$ cat src/rtl/instr_emit.sv
// Serializes buffered instructions into a gapless 6-bit word stream for instr_fetch.
// A single sync word follows reset. Idle cycles carry IDLE_WORD.
module instr_emit #(
  parameter int          DEPTH     = 4,
  parameter logic [5:0]  IDLE_WORD = 6'o00
) (
  input  logic                     clk,
  input  logic                     rst,
  input  logic                     in_valid,
  output logic                     in_ready,
  input  logic [2:0]               in_opcode,
  input  logic [2:0]               in_src_a,
  input  logic [2:0]               in_src_b,
  input  logic [2:0]               in_dest,
  input  logic [7:0]               in_imm,
  output logic [5:0]               out,
  output logic                     out_first,
  output logic                     out_last,
  output logic [$clog2(DEPTH):0]   fifo_level
);

  localparam int AW = $clog2(DEPTH);
  localparam int LW = AW + 1;

  typedef enum logic [1:0] {S_SYNC, S_W1, S_W2, S_W3} state_t;

  // FIFO entry layout: {opcode, src_a, src_b, dest, imm}
  logic [19:0]   mem_q [DEPTH];
  logic [AW-1:0] wr_ptr_q, rd_ptr_q;
  logic [LW-1:0] level_q, level_d;
  logic          ready_q;
  logic          push, pop;
  logic [19:0]   head;

  // Current instruction keeps only what later words need: {opcode, src_b, dest, imm}
  logic [16:0]   cur_q, cur_d;
  state_t        state_q, state_d;
  logic [5:0]    out_q, out_d;
  logic          first_q, first_d;
  logic          last_q, last_d;

  function automatic logic isImm(input logic [2:0] op);
    return (op == 3'd2) || (op == 3'd4) || (op == 3'd6) || (op == 3'd7);
  endfunction

  assign push    = in_valid && ready_q;
  assign head    = mem_q[rd_ptr_q];
  assign level_d = level_q + {{AW{1'b0}}, push} - {{AW{1'b0}}, pop};

  always_ff @(posedge clk) begin
    if (push) mem_q[wr_ptr_q] <= {in_opcode, in_src_a, in_src_b, in_dest, in_imm};
  end

  // Pointers wrap naturally because DEPTH is a power of two
  always_ff @(posedge clk or posedge rst) begin
    if (rst) begin
      wr_ptr_q <= '0;
      rd_ptr_q <= '0;
      level_q  <= '0;
      ready_q  <= 1'b1;
    end else begin
      if (push) wr_ptr_q <= wr_ptr_q + 1'b1;
      if (pop)  rd_ptr_q <= rd_ptr_q + 1'b1;
      level_q <= level_d;
      ready_q <= (level_d != LW'(DEPTH));
    end
  end

  always_comb begin
    state_d = state_q;
    cur_d   = cur_q;
    out_d   = IDLE_WORD;
    first_d = 1'b0;
    last_d  = 1'b0;
    pop     = 1'b0;
    case (state_q)
      S_SYNC: begin
        out_d   = 6'o77;
        state_d = S_W1;
      end
      S_W1: begin
        if (level_q != '0) begin
          pop     = 1'b1;
          cur_d   = {head[19:17], head[13:0]};
          out_d   = head[19:14];
          first_d = 1'b1;
          if (head[19:17] == 3'd0) last_d = 1'b1;
          else                     state_d = S_W2;
        end
      end
      S_W2: begin
        out_d = {cur_q[10:8], isImm(cur_q[16:14]) ? cur_q[7:5] : cur_q[13:11]};
        if (isImm(cur_q[16:14])) begin
          state_d = S_W3;
        end else begin
          last_d  = 1'b1;
          state_d = S_W1;
        end
      end
      S_W3: begin
        out_d   = {1'b0, cur_q[4:0]};
        last_d  = 1'b1;
        state_d = S_W1;
      end
      default: state_d = S_SYNC;
    endcase
  end

  always_ff @(posedge clk or posedge rst) begin
    if (rst) begin
      state_q <= S_SYNC;
      cur_q   <= '0;
      out_q   <= 6'o00;
      first_q <= 1'b0;
      last_q  <= 1'b0;
    end else begin
      state_q <= state_d;
      cur_q   <= cur_d;
      out_q   <= out_d;
      first_q <= first_d;
      last_q  <= last_d;
    end
  end

  assign out        = out_q;
  assign out_first  = first_q;
  assign out_last   = last_q;
  assign in_ready   = ready_q;
  assign fifo_level = level_q;

endmodule

$ cat config.mk
export PLATFORM = sky130hd
export DESIGN_NAME = instr_emit
export DESIGN_NICKNAME = d
export VERILOG_FILES = /design/src/rtl/instr_emit.sv
export SDC_FILE = /design/constraint.sdc
export NUM_CORES = 1
export LEC_CHECK = 0
export ABC_AREA = 0
export CORE_UTILIZATION = 45
export DETAILED_ROUTE_END_ITERATION = 6
export GPL_TIMING_DRIVEN = 0
export PLACE_DENSITY_LB_ADDON = 0.25
export SLEW_MARGIN = 15
export SYNTH_ARGS = -nofsm -noshare
export SYNTH_HDL_FRONTEND = slang
export SYNTH_SLANG_ARGS = --single-unit
$ cat constraint.sdc
create_clock -name clk -period 2.3 [get_ports clk]
set_clock_uncertainty 0.05 [all_clocks]
set_input_delay 0.46 -clock clk [delete_from_list [all_inputs] [get_ports clk]]
set_output_delay 0.46 -clock clk [all_outputs]
set_load 0.03 [all_outputs]
-- After elaboration in Yosys (flattened, before gate mapping)
Memory sizes are Yosys's and may differ from the RTL's.
Index checks and enable logic that the tools add are counted.
- input port bits: 23
- memory bits (read-only): 0
- latch bits: 0
- memories kept: 1
- bits in registers: 35
- word-level logic and storage cells: 49
- memory bits (writable): 80
- memory list (memory ; depth ; width ; rd ports ; clocked after Yosys merged registers in ; write ports ; RTL line ; text):
    mem_q ; 4 ; 20 ; 1 ; 0 ; 1 ; 28 ; logic [19:0] mem_q [DEPTH];
- reductions and logical operators: 10
- divide/modulo/power cells: 0
- bitwise gates (word level): 0
- $add $sub $neg: 4
- $mul: 0
- muxes and demuxes: 15
- shift-type cells: 0
- eq/ne operators: 10
- magnitude comparators: 0
- operators by type and width (cell ; count):
    6-bit case mux with 4 select lines ; 1
    3-bit == test, second input constant ; 3
    1-bit 2-to-1 mux ; 7
    2-bit 2-to-1 mux ; 3
    6-bit 2-to-1 mux ; 1
    2-bit case mux with 3 select lines ; 1
    2-bit by 1-bit adder with 2-bit output, second input constant ; 2
    2-bit == test, second input constant ; 2
    2-bit inequality test, second input constant ; 2
    2-bit AND reduction ; 2
    3-bit by 1-bit adder with 3-bit output ; 1
    3-bit by 2-bit == test with 1-bit output, second input constant ; 1
    3-bit zero test ; 1
    1-bit logical OR ; 3
    3-bit 2-to-1 mux ; 1
    3-bit inequality test, second input constant ; 1
    1-bit case mux with 3 select lines ; 1
    3-bit nonzero test ; 1
    3-bit by 1-bit subtractor with 3-bit output ; 1
    2-bit by 1-bit == test with 1-bit output, second input constant ; 1
    2-bit zero test ; 1
    2-bit OR reduction ; 1
    1-bit logical AND ; 1

-- Depth between registers and ports, before layout
- depth in word-level cells: 6
- depth in mapped cells: 14
- gate-level depth less buffers: 11

-- Worst setup path after synthesis
OpenSTA, ideal clock, no wires.
- path type: reg2reg
- start: reg level_q[1], in the netlist fifo_level[1]
- end: reg ready_q, in the netlist in_ready
- setup time: 86 ps
- cell stages (with the launch flop): 14
- buffers on the path: 2
- data required time: 2164 ps
- data arrival time: 2534 ps
- setup slack: -370 ps
- cells stage by stage: dfrtp_1 > or3_1 > buf_6 > nand2_8 > inv_4 > buf_6 > ha_1 > inv_1 > ha_1 > inv_1 > fa_1 > xnor2_1 > xnor2_1 > nand3b_1
- longest elaborated chain between the ends: 5
- elaborated cells between the ends (all ways): 6
- ends and longest elaborated chain (what ; RTL line ; text):
    from (decl) ; 30 ; logic [LW-1:0] level_q, level_d;
    from (signal assigned) ; 64 ; level_q <= level_d;
    3-bit nonzero test ; 82 ; if (level_q != '0) begin
    1-bit 2-to-1 mux (2 in a row) ; n/a ;
    named net first_d ; 39 ; logic first_q, first_d;
    3-bit by 1-bit subtractor with 3-bit output ; 48 ; assign level_d = level_q + {{AW{1'b0}}, push} - {{AW{1'b0}}, pop};
    named net level_d[2] ; 30 ;
    3-bit inequality test ; 65 ; ready_q <= (level_d != LW'(DEPTH));
    to (signal assigned) ; 65 ;
    to (decl) ; 31 ; logic ready_q;
The timed path passes the listed nets, and every way through them passes these cells.
A chain may end at the register's enable or synchronous reset.

-- Worst setup path after layout
- start: reg level_q[2], in the netlist fifo_level[2]
- end: reg ready_q, in the netlist in_ready
- longest elaborated chain between the ends: 5
- elaborated cells between the ends (all ways): 6
- ends and longest elaborated chain (what ; RTL line):
    parallel branches: the longest is 3 deep, another holds 3-bit by 1-bit adder with 3-bit output ; n/a
    3-bit by 1-bit subtractor with 3-bit output * ; 48
    named net level_d[2] ; 30
    3-bit inequality test * ; 65
Mark *: on every way through the listed nets, which the timed path passes.

==> run summary <==
Clock Latency Late Sink -> 0.51 ns
Largest net degree at the start of global routing -> 36
DR WL/cell -> 18.6 um
Critical R2R Capture -> in_ready
Root Driver -> clkbuf_8
Clk slew on worst S/H paths -> 0.05 ns
Setup Crit Path Kind -> reg2reg
Period utilization -> 102%
Placement Rows -> 36
Worst hold margin -> 0.363 ns
GR met2 Demand/Resource -> 28.4%
Syn avg cell area -> 19.9 um^2
Final setup violation count -> 1
Placed Area -> 0.00514 mm^2
Die W -> 103 um
Worst setup SP type -> register
Most used routing layer -> met2
VDD IR-drop max -> 0.554 mV
Reg2Reg Depth -> 11
Yosys reg bits -> 115
Pwr/cell area -> 1480 mW/mm^2
Async SR Flop Fraction -> 30.4%
Vias/cell -> 5.13
Number of flops mapped to enable cells by yosys -> 80
First-pass GRT wire length -> 12.7 mm
Final GP Congestion -> 0.767
Initial core utilization -> 46.7%
Fin worst setup slack -> -0.0362 ns
Syn Nets -> 261
Tot GR Track Use -> 17.5%
Via count -> 2,236
Cells after Synth -> 231
Max-capacitance violation count -> 0
First-pass DRT Iterations -> 4
Outcome -> complete, but fails checks
Crit path DAT -> 2.71 ns
Die area -> 0.0106 mm^2
Design Area, Final -> 0.00577 mm^2
Crit path capture type -> register
Vias in the first global route -> 2,297
Crit-path max FO -> 2
Cts hold-fix bufs -> 0
Non-Filler Instances -> 436
Grt ovf -> 0
CTS Buf Count -> 17
Least-Margin Pin Slew -> 1.13 ns
Clock sinks -> 115
Final Hold Viols -> 0
CTS tree -> built
Worst Setup SP -> fifo_level[2]
Final core occ -> 58.7%
Worst Hold Class -> in2async
LEAKAGE -> 2.16 nW
Number of remaining DRC errors -> 0
RSZ-0062 raised after global routing -> true
Most area-consuming cells after synthesis -> edfxtp_1 52%, dfrtp_1 19%, mux4_1 8.6%, mux2_4 3.6%, mux4_2 2.5%
Post-synth top flop -> edfxtp_1
CP required -> 2.67 ns
Total Wirelength -> 8.11 mm
DP HPWL -> 4.66 mm
FF-to-FF Start -> fifo_level[2]
Area Growth Syn to Fin -> 25.6%
Slew Limit Fails -> 0
Starting DRC count in detailed routing -> 95
Nets -> 320
Final TNS setup -> -0.0362 ns
Ys Warns -> 0
Failing checks -> setup timing
Core area -> 0.00982 mm^2
Met3 usage -> 5.49%
Overall power -> 8.55 mW
Yosys cell types -> 38
Post-synthesis sequential area ratio -> 71.5%
Reg2reg setup slack -> -0.04 ns
F_max -> 428 MHz
Post-DRT Antenna Nets -> 0
Initial antenna violation count -> 0
H-tree levels -> 4
Pre-CTS setup slack -> -0.353 ns
Synth top area share -> 52.3%
N_diodes -> 0
Met1 Use GR -> 21.9%
Die height -> 103 um
DP Cell Count -> 398
Final min period -> 2.34 ns
Fraction of layout cells with a size suffix above 1 -> 27.7%
I/O pin count -> 35
Syn Std Cell Area -> 0.00459 mm^2
Slew headroom -> 24.8%
Clock Tree Buf Depth -> 2
Largest area contributor in the netlist -> edfxtp_1
Port Buf Inserts -> 34
where the power goes:
group	total [mW]	switching (mW)	internal, mW
registers	3.15	0.278	2.87
logic	2.95	1.43	1.51
clock network	2.45	0.870	1.58
final cells by class:
| class | instances | area (um^2) |
|---|---|---|
| Clock buffer | 21 | 449 |
| Fill cell | 772 | 4050 |
| Tap cell | 133 | 166 |
| Timing Repair Buffer | 43 | 418 |
| Buffer | 6 | 60.1 |
| Inverter | 10 | 50.0 |
| Clock inverter | 11 | 111 |
| Sequential cell | 115 | 3280 |
| Multi-Input combinational cell | 97 | 1230 |
cell usage after synthesis (2+ instances only):
master / count
edfxtp_1: 80
dfrtp_1: 34
mux4_1: 15
mux2_4: 11
inv_1: 9
nand3_1: 9
o21ai_0: 7
ha_1: 6
mux4_2: 5
xnor2_1: 5
and3_1: 4
buf_6: 4
mux2_2: 4
nor2b_1: 4
a21oi_1: 3
buf_2: 3
o2111ai_1: 3
o211ai_1: 3
a21o_1: 2
nor2_1: 2
critical path: stages (launching register included):
cell	delay, ns
dfrtp_2	0.40
or3_4	0.43
nand2_8	0.10
inv_12	0.03
ha_4	0.20
inv_2	0.06
ha_4	0.12
inv_2	0.04
fa_2	0.37
xnor2_2	0.14
xnor2_1	0.19
nand3b_1	0.11
flip-flops by register name (all words and copies together), names as in the netlist:
register    cells
cur_q          17
wr_ptr_q        2
rd_ptr_q        2
out_last        1
in_ready        1
state_q         2
out             6
out_first       1
mem_q          80
fifo_level      3
cells in the final DEF, fill, tap and decap left out, types with 2 or more instances in the layout:
master           count
and3_1               3
mux4_1              15
nor2b_1              4
mux4_2               5
clkbuf_8             3
bufinv_16            2
nor2_1               2
buf_4                9
mux2_4              11
clkinvlp_4           3
inv_2                3
ha_1                 4
buf_2                2
dfrtp_2              4
o21ai_0              7
o2111ai_1            3
a21oi_1              3
clkbuf_16           16
o211ai_1             3
a21o_1               2
mux2_2               4
dfrtp_1             30
buf_6                2
nand3_1              9
xnor2_1              4
clkbuf_1             2
inv_1                6
edfxtp_1            80
clkdlybuf4s50_1     33
clkinv_2             5
ha_4                 2
worst max-delay path by stage:
stage	end	depth (start not counted)	slack, ns
floorplan	in_ready	13	-0.26
global placement	in_ready	13	-0.32
detailed placement	in_ready	13	-0.35
CTS	in_ready	12	-0.09
global route	in_ready	11	-0.15
finish	in_ready	11	-0.04
cell families after synthesis:
kind of cell / share of synthesized area [%]
AND/OR/NAND/NOR: 4.06
multiplexers: 15.6
buffers and inverters: 2.73
XOR/XNOR: 0.954
adder cells (fa/ha/maj): 2.07
flip-flops: 71.5
AO/OA/AOI/OAI: 3.11
per-layer routing:
metal / routed length [um] / share of wire [%]
met1: 3660 / 45
met2: 4070 / 50
met3: 304 / 3.7
met4: 71 / 0.88
met5: 0 / 0
timing repair:
| action | CTS | global route |
|---|---|---|
| gates resized for setup | 5 | 3 |
| setup endpoints to repair | 3 | 3 |
| pin swaps | 5 | 3 |
| buffers inserted | 5 | 3 |
Note: power is estimated with default switching activity, not from simulation.
